**config.mk**
```make
export PLATFORM = sky130hd
export DESIGN_NAME = apb_cfg_master
export DESIGN_NICKNAME = d
export VERILOG_FILES = /design/src/rtl/apb_cfg_master.sv
export SDC_FILE = /design/constraint.sdc
export NUM_CORES = 1
export LEC_CHECK = 0
export CORE_ASPECT_RATIO = 1.4
export CORE_MARGIN = 1
export CORE_UTILIZATION = 45
export DETAILED_ROUTE_END_ITERATION = 8
export GPL_TIMING_DRIVEN = 0
export PLACE_DENSITY_LB_ADDON = 0.08
export SLEW_MARGIN = 10
export SYNTH_ARGS = -nofsm -noshare
export SYNTH_HDL_FRONTEND = slang
export SYNTH_SLANG_ARGS = --single-unit
```
**constraint.sdc**
```tcl
create_clock -name pclock -period 2.45 [get_ports pclock]
set_input_delay 0.245 -clock pclock [delete_from_list [all_inputs] [get_ports pclock]]
set_output_delay 0.245 -clock pclock [all_outputs]
set_load 0.05 [all_outputs]
```
**src/rtl/apb_cfg_master.sv**
```systemverilog
// apb_cfg_master
//   Runs a fixed six-transfer APB configuration sequence: writes the start
//   address, end address and control word to 0x0/0x4/0x8, then reads them
//   back and compares against the values captured when the sequence began.
//
// Ports
//   pclock, presetn        clock (rising edge) / asynchronous active-low reset
//   cfg_start              one-cycle request to run the sequence (ignored while busy)
//   cfg_start_addr         value written to 0x0
//   cfg_end_addr           value written to 0x4
//   cfg_ctrl[1:0]          bit0 enable, bit1 xor; written to 0x8 bits [1:0]
//   cfg_busy               high while a sequence runs
//   cfg_done               one-cycle pulse when a sequence ends
//   cfg_err[1:0]           00 ok, 01 pslverr, 10 readback mismatch, 11 timeout
//   psel, penable, pwrite  APB control
//   paddr, pwdata          APB address / write data
//   prdata, pready, pslverr APB slave response
module apb_cfg_master #(
  parameter int unsigned ADDR_WIDTH = 32,
  parameter int unsigned TIMEOUT    = 16
) (
  input  logic                  pclock,
  input  logic                  presetn,
  input  logic                  cfg_start,
  input  logic [ADDR_WIDTH-1:0] cfg_start_addr,
  input  logic [ADDR_WIDTH-1:0] cfg_end_addr,
  input  logic [1:0]            cfg_ctrl,
  output logic                  cfg_busy,
  output logic                  cfg_done,
  output logic [1:0]            cfg_err,
  output logic                  psel,
  output logic                  penable,
  output logic                  pwrite,
  output logic [ADDR_WIDTH-1:0] paddr,
  output logic [ADDR_WIDTH-1:0] pwdata,
  input  logic [ADDR_WIDTH-1:0] prdata,
  input  logic                  pready,
  input  logic                  pslverr
);

  localparam int unsigned WAIT_W = (TIMEOUT < 2) ? 1 : $clog2(TIMEOUT + 1);

  typedef enum logic [1:0] {
    IDLE   = 2'd0,
    SETUP  = 2'd1,
    ACCESS = 2'd2,
    DONE   = 2'd3
  } state_t;

  typedef enum logic [1:0] {
    ERR_OK       = 2'b00,
    ERR_SLV      = 2'b01,
    ERR_MISMATCH = 2'b10,
    ERR_TIMEOUT  = 2'b11
  } err_t;

  state_t                state_q, state_d;
  logic [2:0]            step_q;
  logic [WAIT_W-1:0]     wait_q;
  logic [ADDR_WIDTH-1:0] start_q, end_q;
  logic [1:0]            ctrl_q;
  err_t                  err_q;

  logic start_ok;
  logic xfer_done;
  logic timed_out;
  logic last_step;
  logic is_read;
  logic readback_ok;

  assign start_ok  = (state_q == IDLE) && cfg_start;
  assign xfer_done = (state_q == ACCESS) && pready;
  assign timed_out = (state_q == ACCESS) && !pready &&
                     (wait_q == WAIT_W'(TIMEOUT - 1));
  assign last_step = (step_q == 3'd5);
  assign is_read   = (step_q >= 3'd3);
  assign cfg_err   = err_q;

  // Control readback only carries two meaningful bits.
  always_comb begin
    readback_ok = 1'b1;
    case (step_q)
      3'd3:    readback_ok = (prdata == start_q);
      3'd4:    readback_ok = (prdata == end_q);
      3'd5:    readback_ok = (prdata[1:0] == ctrl_q);
      default: readback_ok = 1'b1;
    endcase
  end

  // State register
  always_ff @(posedge pclock or negedge presetn) begin
    if (!presetn) state_q <= IDLE;
    else          state_q <= state_d;
  end

  // Next-state logic
  always_comb begin
    state_d = state_q;
    case (state_q)
      IDLE:   if (cfg_start) state_d = SETUP;
      SETUP:  state_d = ACCESS;
      ACCESS: begin
        if (pready) begin
          if (pslverr || last_step) state_d = DONE;
          else                      state_d = SETUP;
        end else if (timed_out) begin
          state_d = DONE;
        end
      end
      DONE:   state_d = IDLE;
      default: state_d = IDLE;
    endcase
  end

  // Outputs: pure decode of state and step, so reset clears them at once
  always_comb begin
    psel     = 1'b0;
    penable  = 1'b0;
    pwrite   = 1'b0;
    paddr    = '0;
    pwdata   = '0;
    cfg_busy = (state_q != IDLE);
    cfg_done = (state_q == DONE);
    if ((state_q == SETUP) || (state_q == ACCESS)) begin
      psel    = 1'b1;
      penable = (state_q == ACCESS);
      pwrite  = !is_read;
      case (step_q)
        3'd0: begin paddr = ADDR_WIDTH'(0); pwdata = start_q; end
        3'd1: begin paddr = ADDR_WIDTH'(4); pwdata = end_q;   end
        3'd2: begin paddr = ADDR_WIDTH'(8); pwdata = {{(ADDR_WIDTH-2){1'b0}}, ctrl_q}; end
        3'd3: paddr = ADDR_WIDTH'(0);
        3'd4: paddr = ADDR_WIDTH'(4);
        3'd5: paddr = ADDR_WIDTH'(8);
        default: paddr = '0;
      endcase
    end
  end

  // Sequence datapath: shadows, step/wait counters, error capture.
  // Only the first error of a run is recorded; within one edge pslverr
  // outranks a mismatch, and a timeout cannot coincide with either.
  always_ff @(posedge pclock or negedge presetn) begin
    if (!presetn) begin
      step_q  <= '0;
      wait_q  <= '0;
      start_q <= '0;
      end_q   <= '0;
      ctrl_q  <= '0;
      err_q   <= ERR_OK;
    end else begin
      if (start_ok) begin
        start_q <= cfg_start_addr;
        end_q   <= cfg_end_addr;
        ctrl_q  <= cfg_ctrl;
        err_q   <= ERR_OK;
        step_q  <= '0;
        wait_q  <= '0;
      end
      case (state_q)
        SETUP:  wait_q <= '0;
        ACCESS: begin
          if (xfer_done) begin
            step_q <= step_q + 3'd1;
            if (err_q == ERR_OK) begin
              if (pslverr)                       err_q <= ERR_SLV;
              else if (is_read && !readback_ok)  err_q <= ERR_MISMATCH;
            end
          end else begin
            wait_q <= wait_q + WAIT_W'(1);
            if (timed_out && (err_q == ERR_OK)) err_q <= ERR_TIMEOUT;
          end
        end
        DONE:   begin
          step_q <= '0;
          wait_q <= '0;
        end
        default: ;
      endcase
    end
  end

endmodule

```
## After elaboration in Yosys (flattened, before gate mapping)

Index checks and enable logic that the tools add are counted.

| storage, ports and cells | value |
|---|---|
| register bits after elaboration | 78 |
| input bits | 103 |
| output and inout port bits | 71 |
| word-level logic and storage cells | 69 |

| cells by class | value |
|---|---|
| add/subtract/negate cells | 2 |
| magnitude comparators | 1 |
| equal/unequal tests | 14 |
| mux-type cells | 26 |
| reduce and logical (&&, ||, !) cells | 19 |

Operators by type and width:

| operator | count |
|---|---|
| $pmux 32 s3 | 1 |
| $eq 32x32->1 | 2 |
| $mux 32 | 1 |
| $mux 2 | 11 |
| $mux 5 | 2 |
| $pmux 5 s2 | 1 |
| $pmux 2 s4 | 1 |
| $pmux 4 s2 | 1 |
| $eq 3x2->1 const B | 2 |
| $eq 3x3->1 const B | 2 |
| $logic_and 1x1->1 | 6 |
| $mux 3 | 2 |
| $pmux 3 s2 | 1 |
| $reduce_or 2->1 | 3 |
| $add 5x1->5 const B | 1 |
| $eq 5x4->1 const B | 1 |
| $eq 2x2->1 const B | 2 |
| $logic_not 2->1 | 2 |
| $mux 4 | 1 |
| $add 3x1->3 const B | 1 |
| $eq 3x1->1 const B | 1 |
| $ge 3x2->1 const B | 1 |
| $logic_not 1->1 | 3 |
| $logic_not 3->1 | 1 |
| 9 further kinds | 12 |

## Logic depth before layout (Yosys ltp)

| depth | value |
|---|---|
| depth after elaboration | 9 |
| gate-level depth with buffers | 9 |
| depth with buffers taken out | 9 |

## Worst setup path before layout

No wires, ideal clock.

| timing | value |
|---|---|
| path type | register -> output |
| start point | register state_q[1] |
| end point | output pwrite |
| arrival time | 3.614 ns |
| data required time | 2.205 ns |
| path slack | -1.409 ns |
| stages on the path, launching flop included | 5 |
| path buffers | 0 |
| cells stage by stage | dfrtp_1 -> inv_1 -> ha_1 -> inv_1 -> a2111oi_0 |

| on the way | value |
|---|---|
| longest elaborated chain between the ends | 3 |
| elaborated cells on any way between the ends | 4 |
| those cells by class | eq/ne (2); mux (1); reduce/logical (1) |

RTL lines:

| item | line | source |
|---|---|---|
| start, declared | 57 | `state_t state_q, state_d;` |
| start signal, assigned | 93 | `else state_q <= state_d;` |
| $eq 2x1->1 / $eq 2x2->1 (equally long branches) | 124 | `if ((state_q == SETUP) \|\| (state_q == ACCESS)) begin` |
| $logic_or 1x1->1 * | 124 |  |
| $mux 1 * | 124 |  |
| end, declared | 33 | `output logic pwrite,` |

Every way passes the cells marked *; elsewhere a longest branch is shown, timed or not.

## Worst setup path in the final report

| timing | value |
|---|---|
| start point | register step_q[1] |
| end point | register err_q[1] (netlist: cfg_err[1]) |

| on the way | value |
|---|---|
| longest elaborated chain between the ends | 9 |
| elaborated cells on any way between the ends | 12 |
| those cells by class | order compare (1); eq/ne (3); mux (6); reduce/logical (2) |

RTL lines:

| item | line | source |
|---|---|---|
| start, declared | 58 | `logic [2:0] step_q;` |
| start signal, assigned | 164 | `step_q <= step_q + 3'd1;` |
| $eq 3x3->1 / $eq 3x2->1 (equally long branches) | 82 | `case (step_q)` |
| $pmux 1 s3 | 82 |  |
| $logic_not 1->1 | 167 | `else if (is_read && !readback_ok) err_q <= ERR_MISMATCH;` |
| $logic_and 1x1->1 * | 167 |  |
| $mux 2 * | 167 |  |
| $mux 2 * | 166 | `if (pslverr) err_q <= ERR_SLV;` |
| $mux 2 * | 165 | `if (err_q == ERR_OK) begin` |
| $mux 2 * | 163 | `if (xfer_done) begin` |
| $mux 2 * | 160 | `case (state_q)` |
| end signal, assigned | 166 |  |
| end signal, assigned | 167 |  |
| end signal, assigned | 171 | `if (timed_out && (err_q == ERR_OK)) err_q <= ERR_TIMEOUT;` |
| end, declared | 62 | `err_t err_q;` |

Marks and branches as above.
A chain may end at the register's enable or synchronous reset.

==> flow_summary.yaml <==
worst_setup_path:
  crit_chain: "inv_1 -> ha_2 -> nand2_2 -> buf_6 -> mux2i_2 -> xor2_1 -> nand4_1 -> a2111oi_4 -> a31oi_1"
  critPathCaptureType: "flip-flop"
  cp.arrival_ns: 2.62
  cp_top_family: "compound AO/OA/AOI/OAI gates"
  slowest_delay_ns: 0.44
  critical_path_class: "flip-flop to flip-flop"
  crit_path_top_delay_cell: "dfrtp_2"
  cp-start-kind: "flip-flop"
  crit_fanout: 10
  path_buf_inv: 2
  worstPathRequired_ns: 2.66
synth:
  synth_cells: 462
  async_flop_share_pct: 100
  ys_seq_elements: 78
  netlist_area_mm2: 0.00479
  ys_warn_count: 0
  ys_seq_area_share_pct: 40.8
  ys.flop_type: "dfrtp_1"
  ys_types: 49
  synth_area_per_cell_um2: 10.4
  synth-edff-count: 0
timing:
  fmax_mhz: 416
  hold_viol: 0
  tightest_slew_ns: 0.749
  slew_headroom_pct: 50.0
  finClkSkew_ns: 0.00646
  period_share_pct: 98.2
  finalSetupViolCount: 0
  report.final.slew_viol_count: 0
  rsz0062_at_grt: "true"
  min_period_ns: 2.40
die:
  dieArea_mm2: 0.0111
  io_pins: 174
  design.core.area_mm2: 0.0103
  initial_core_util_pct: 46.2
  rows: 44
  die_w_um: 89.2
  die_y_um: 124
grt:
  overflow: 0
  track_usage_pct: 27.3
  grt_pass1_vias: 4308
  grt_pass1_wl_mm: 21.9
  antenna_found_initial: 0
  grt_max_degree: 43
cts:
  path_clk_slew_ns: 0.06
  htreeDepth: 3
  clkLatencyLatePin_ns: 0.34
  cts_tree: "done"
  cts_buffer_depth: 2
  cts-root-buf: "clkbuf_16"
  cts_buffers: 9
  clock-sinks: 78
finish:
  antenna_cells: 0
  stdcell_area_mm2: 0.00687
  finalNetCount: 764
  fin_cells: 793
  drive_gt1_share_pct: 27.5
  nFillCells: 883
  area_growth_pct: 43.6
pwr:
  leakagePower_nw: 3.10
  ir_drop_mv: 1.12
  p_per_area_mw_per_mm2: 1510
route:
  drtPass1Iterations: 5
  wl_per_cell_um: 18.5
  vias: 4277
  routed_wl_mm: 14.7
  drt.antenna.violating_nets: 0
  drc: 0
  viasPerCell: 5.39
  drtIter0Drc: 209
flow_run:
  max_cap_violations: 0
hold_path:
  holdCritPathClass: "input pin to async pin"
outcome:
  outcome: "finished, final reports clean"
place:
  placed_cells: 773
  dp_hpwl_mm: 11.2
  placed_cell_area_mm2: 0.00654
  routabilityCongestion: 0.857
  io_buffers: 143
## cells in the mapped netlist, types with 2 or more instances
cell,number,share of area [%]
nand2b_1,3,0.39
mux2_2,67,16
nand3_1,7,0.73
clkbuf_1,19,1.5
nand4_1,5,0.65
o211ai_1,2,0.31
buf_2,3,0.31
ha_1,11,2.9
a22oi_1,30,4.7
nand3b_1,2,0.31
o22ai_1,3,0.39
a2111oi_2,2,0.63
buf_4,30,4.7
inv_1,24,1.9
a21oi_1,7,0.73
nand2_1,18,1.4
a32o_1,2,0.42
mux2i_1,10,2.1
a222oi_1,5,1.0
a31oi_1,6,0.78
or2_2,3,0.39
nor4_1,5,0.65
dfrtp_1,78,41
nor2_1,38,3.0
nor2b_1,5,0.65
a32oi_1,5,0.91
a2111oi_0,4,0.73
o21ai_0,12,1.3
xor2_1,26,4.8
xnor2_1,11,2.0
## what timing repair did
item,CTS,global route
cloned,0,0
endpoints found under the setup margin,36,35
resized for setup,214,13
setup buffers,0,3
endpoints found under the hold margin,36,0
pin swaps,0,3
hold buffers,1,0
## layout by cell type (no fill, tap or decap), types with 3 or more instances in the layout
master and n:
dfrtp_1 76, xnor2_1 11, inv_1 24, a21oi_1 7, nor2b_1 3, conb_1 30, nand2b_1 3, a31oi_1 6
clkbuf_16 9, mux2_2 67, nor2_1 38, a32oi_1 5, a222oi_1 5, or2_2 3, nand2_1 18, nand3_1 7
xor2_1 26, o22ai_1 3, nand4_1 5, o21ai_0 12, buf_2 8, clkbuf_4 4, clkinv_2 3, a2111oi_0 3
mux2i_1 9, a22oi_1 30, ha_1 9, buf_4 62, clkbuf_8 5, clkdlybuf4s50_1 107, nor4_1 5, clkbuf_1 11
## state kept, by name, indices dropped and copies added, names as in the netlist
register / count
step_q: 3
wait_q: 5
ctrl_q: 2
end_q: 32
state_q: 2
start_q: 32
cfg_err: 2
## final timing paths
path                                          from           to  cells after the start  slack (ns)
worst max-delay path                     step_q[1]   cfg_err[1]                      9        0.05
worst min-delay path                       presetn     end_q[0]                      2        0.41
worst max register to register           step_q[1]   cfg_err[1]                      9        0.05
worst min register to register         start_q[27]  start_q[27]                      1        0.53
max in group asynchronous                  presetn  start_q[25]                      3        1.43
min in group pclock             cfg_start_addr[15]  start_q[15]                      2        0.52
## through the flow
stage          hold slack, ns  setup TNS (ns)  total power, mW  utilization [%]  setup WS (ns)
6_report                0.414               0             10.3             66.4         0.0451
5_1_grt                 0.462         -0.0545             10.9             66.4        -0.0255
4_1_cts                 0.433         -0.0967             10.3             66.0        -0.0967
3_5_place_dp            0.240          -22.07             8.87             63.1         -0.755
3_3_place_gp            0.513         -153.79             8.78             63.0          -1.70
2_1_floorplan         -0.0506          -0.164             6.77                -       -0.00546
## where the power goes
part / leakage, nW / total (mW) / switching, mW / internal (mW)
clock network: 0.152 / 1.35 / 0.511 / 0.839
registers: 0.937 / 2.55 / 0.639 / 1.92
logic: 2.01 / 6.44 / 4.00 / 2.44
total: 3.10 / 10.3 / 5.15 / 5.19
## cells by family (layout without fill, tap and decap cells)
family	after synthesis	after routing	share of synthesized area (%)
buf+inv	78	242	8.71
fa+ha+maj	11	11	2.88
flops	78	78	40.8
other cells	1	30	0.0784
mux	78	78	18.1
simple gates	93	93	9.33
xor+xnor	37	37	6.77
compound gates	86	86	13.4
## routing by layer
metal  wire, µm  share of wire (%)  GRT usage, %
met1       5350                 36          29.7
met2       7840                 53          48.7
met3       1020                6.9          7.36
met4        468                3.2          12.7
met5          0                  0             0
## layout make-up
cell class                      instances  area (µm²)  share of cell area, %
Buffer                                 54         379                   5.52
Tap cell                              138         173                   2.51
Timing Repair Buffer                  148        1380                   20.1
Multi-Input combinational cell        335        2590                   37.7
Clock buffer                           12         256                   3.73
Inverter                               24        90.1                   1.31
Sequential cell                        78        1950                   28.4
Clock inverter                          4        45.0                  0.655
Note: power is estimated with default switching activity, not from simulation.
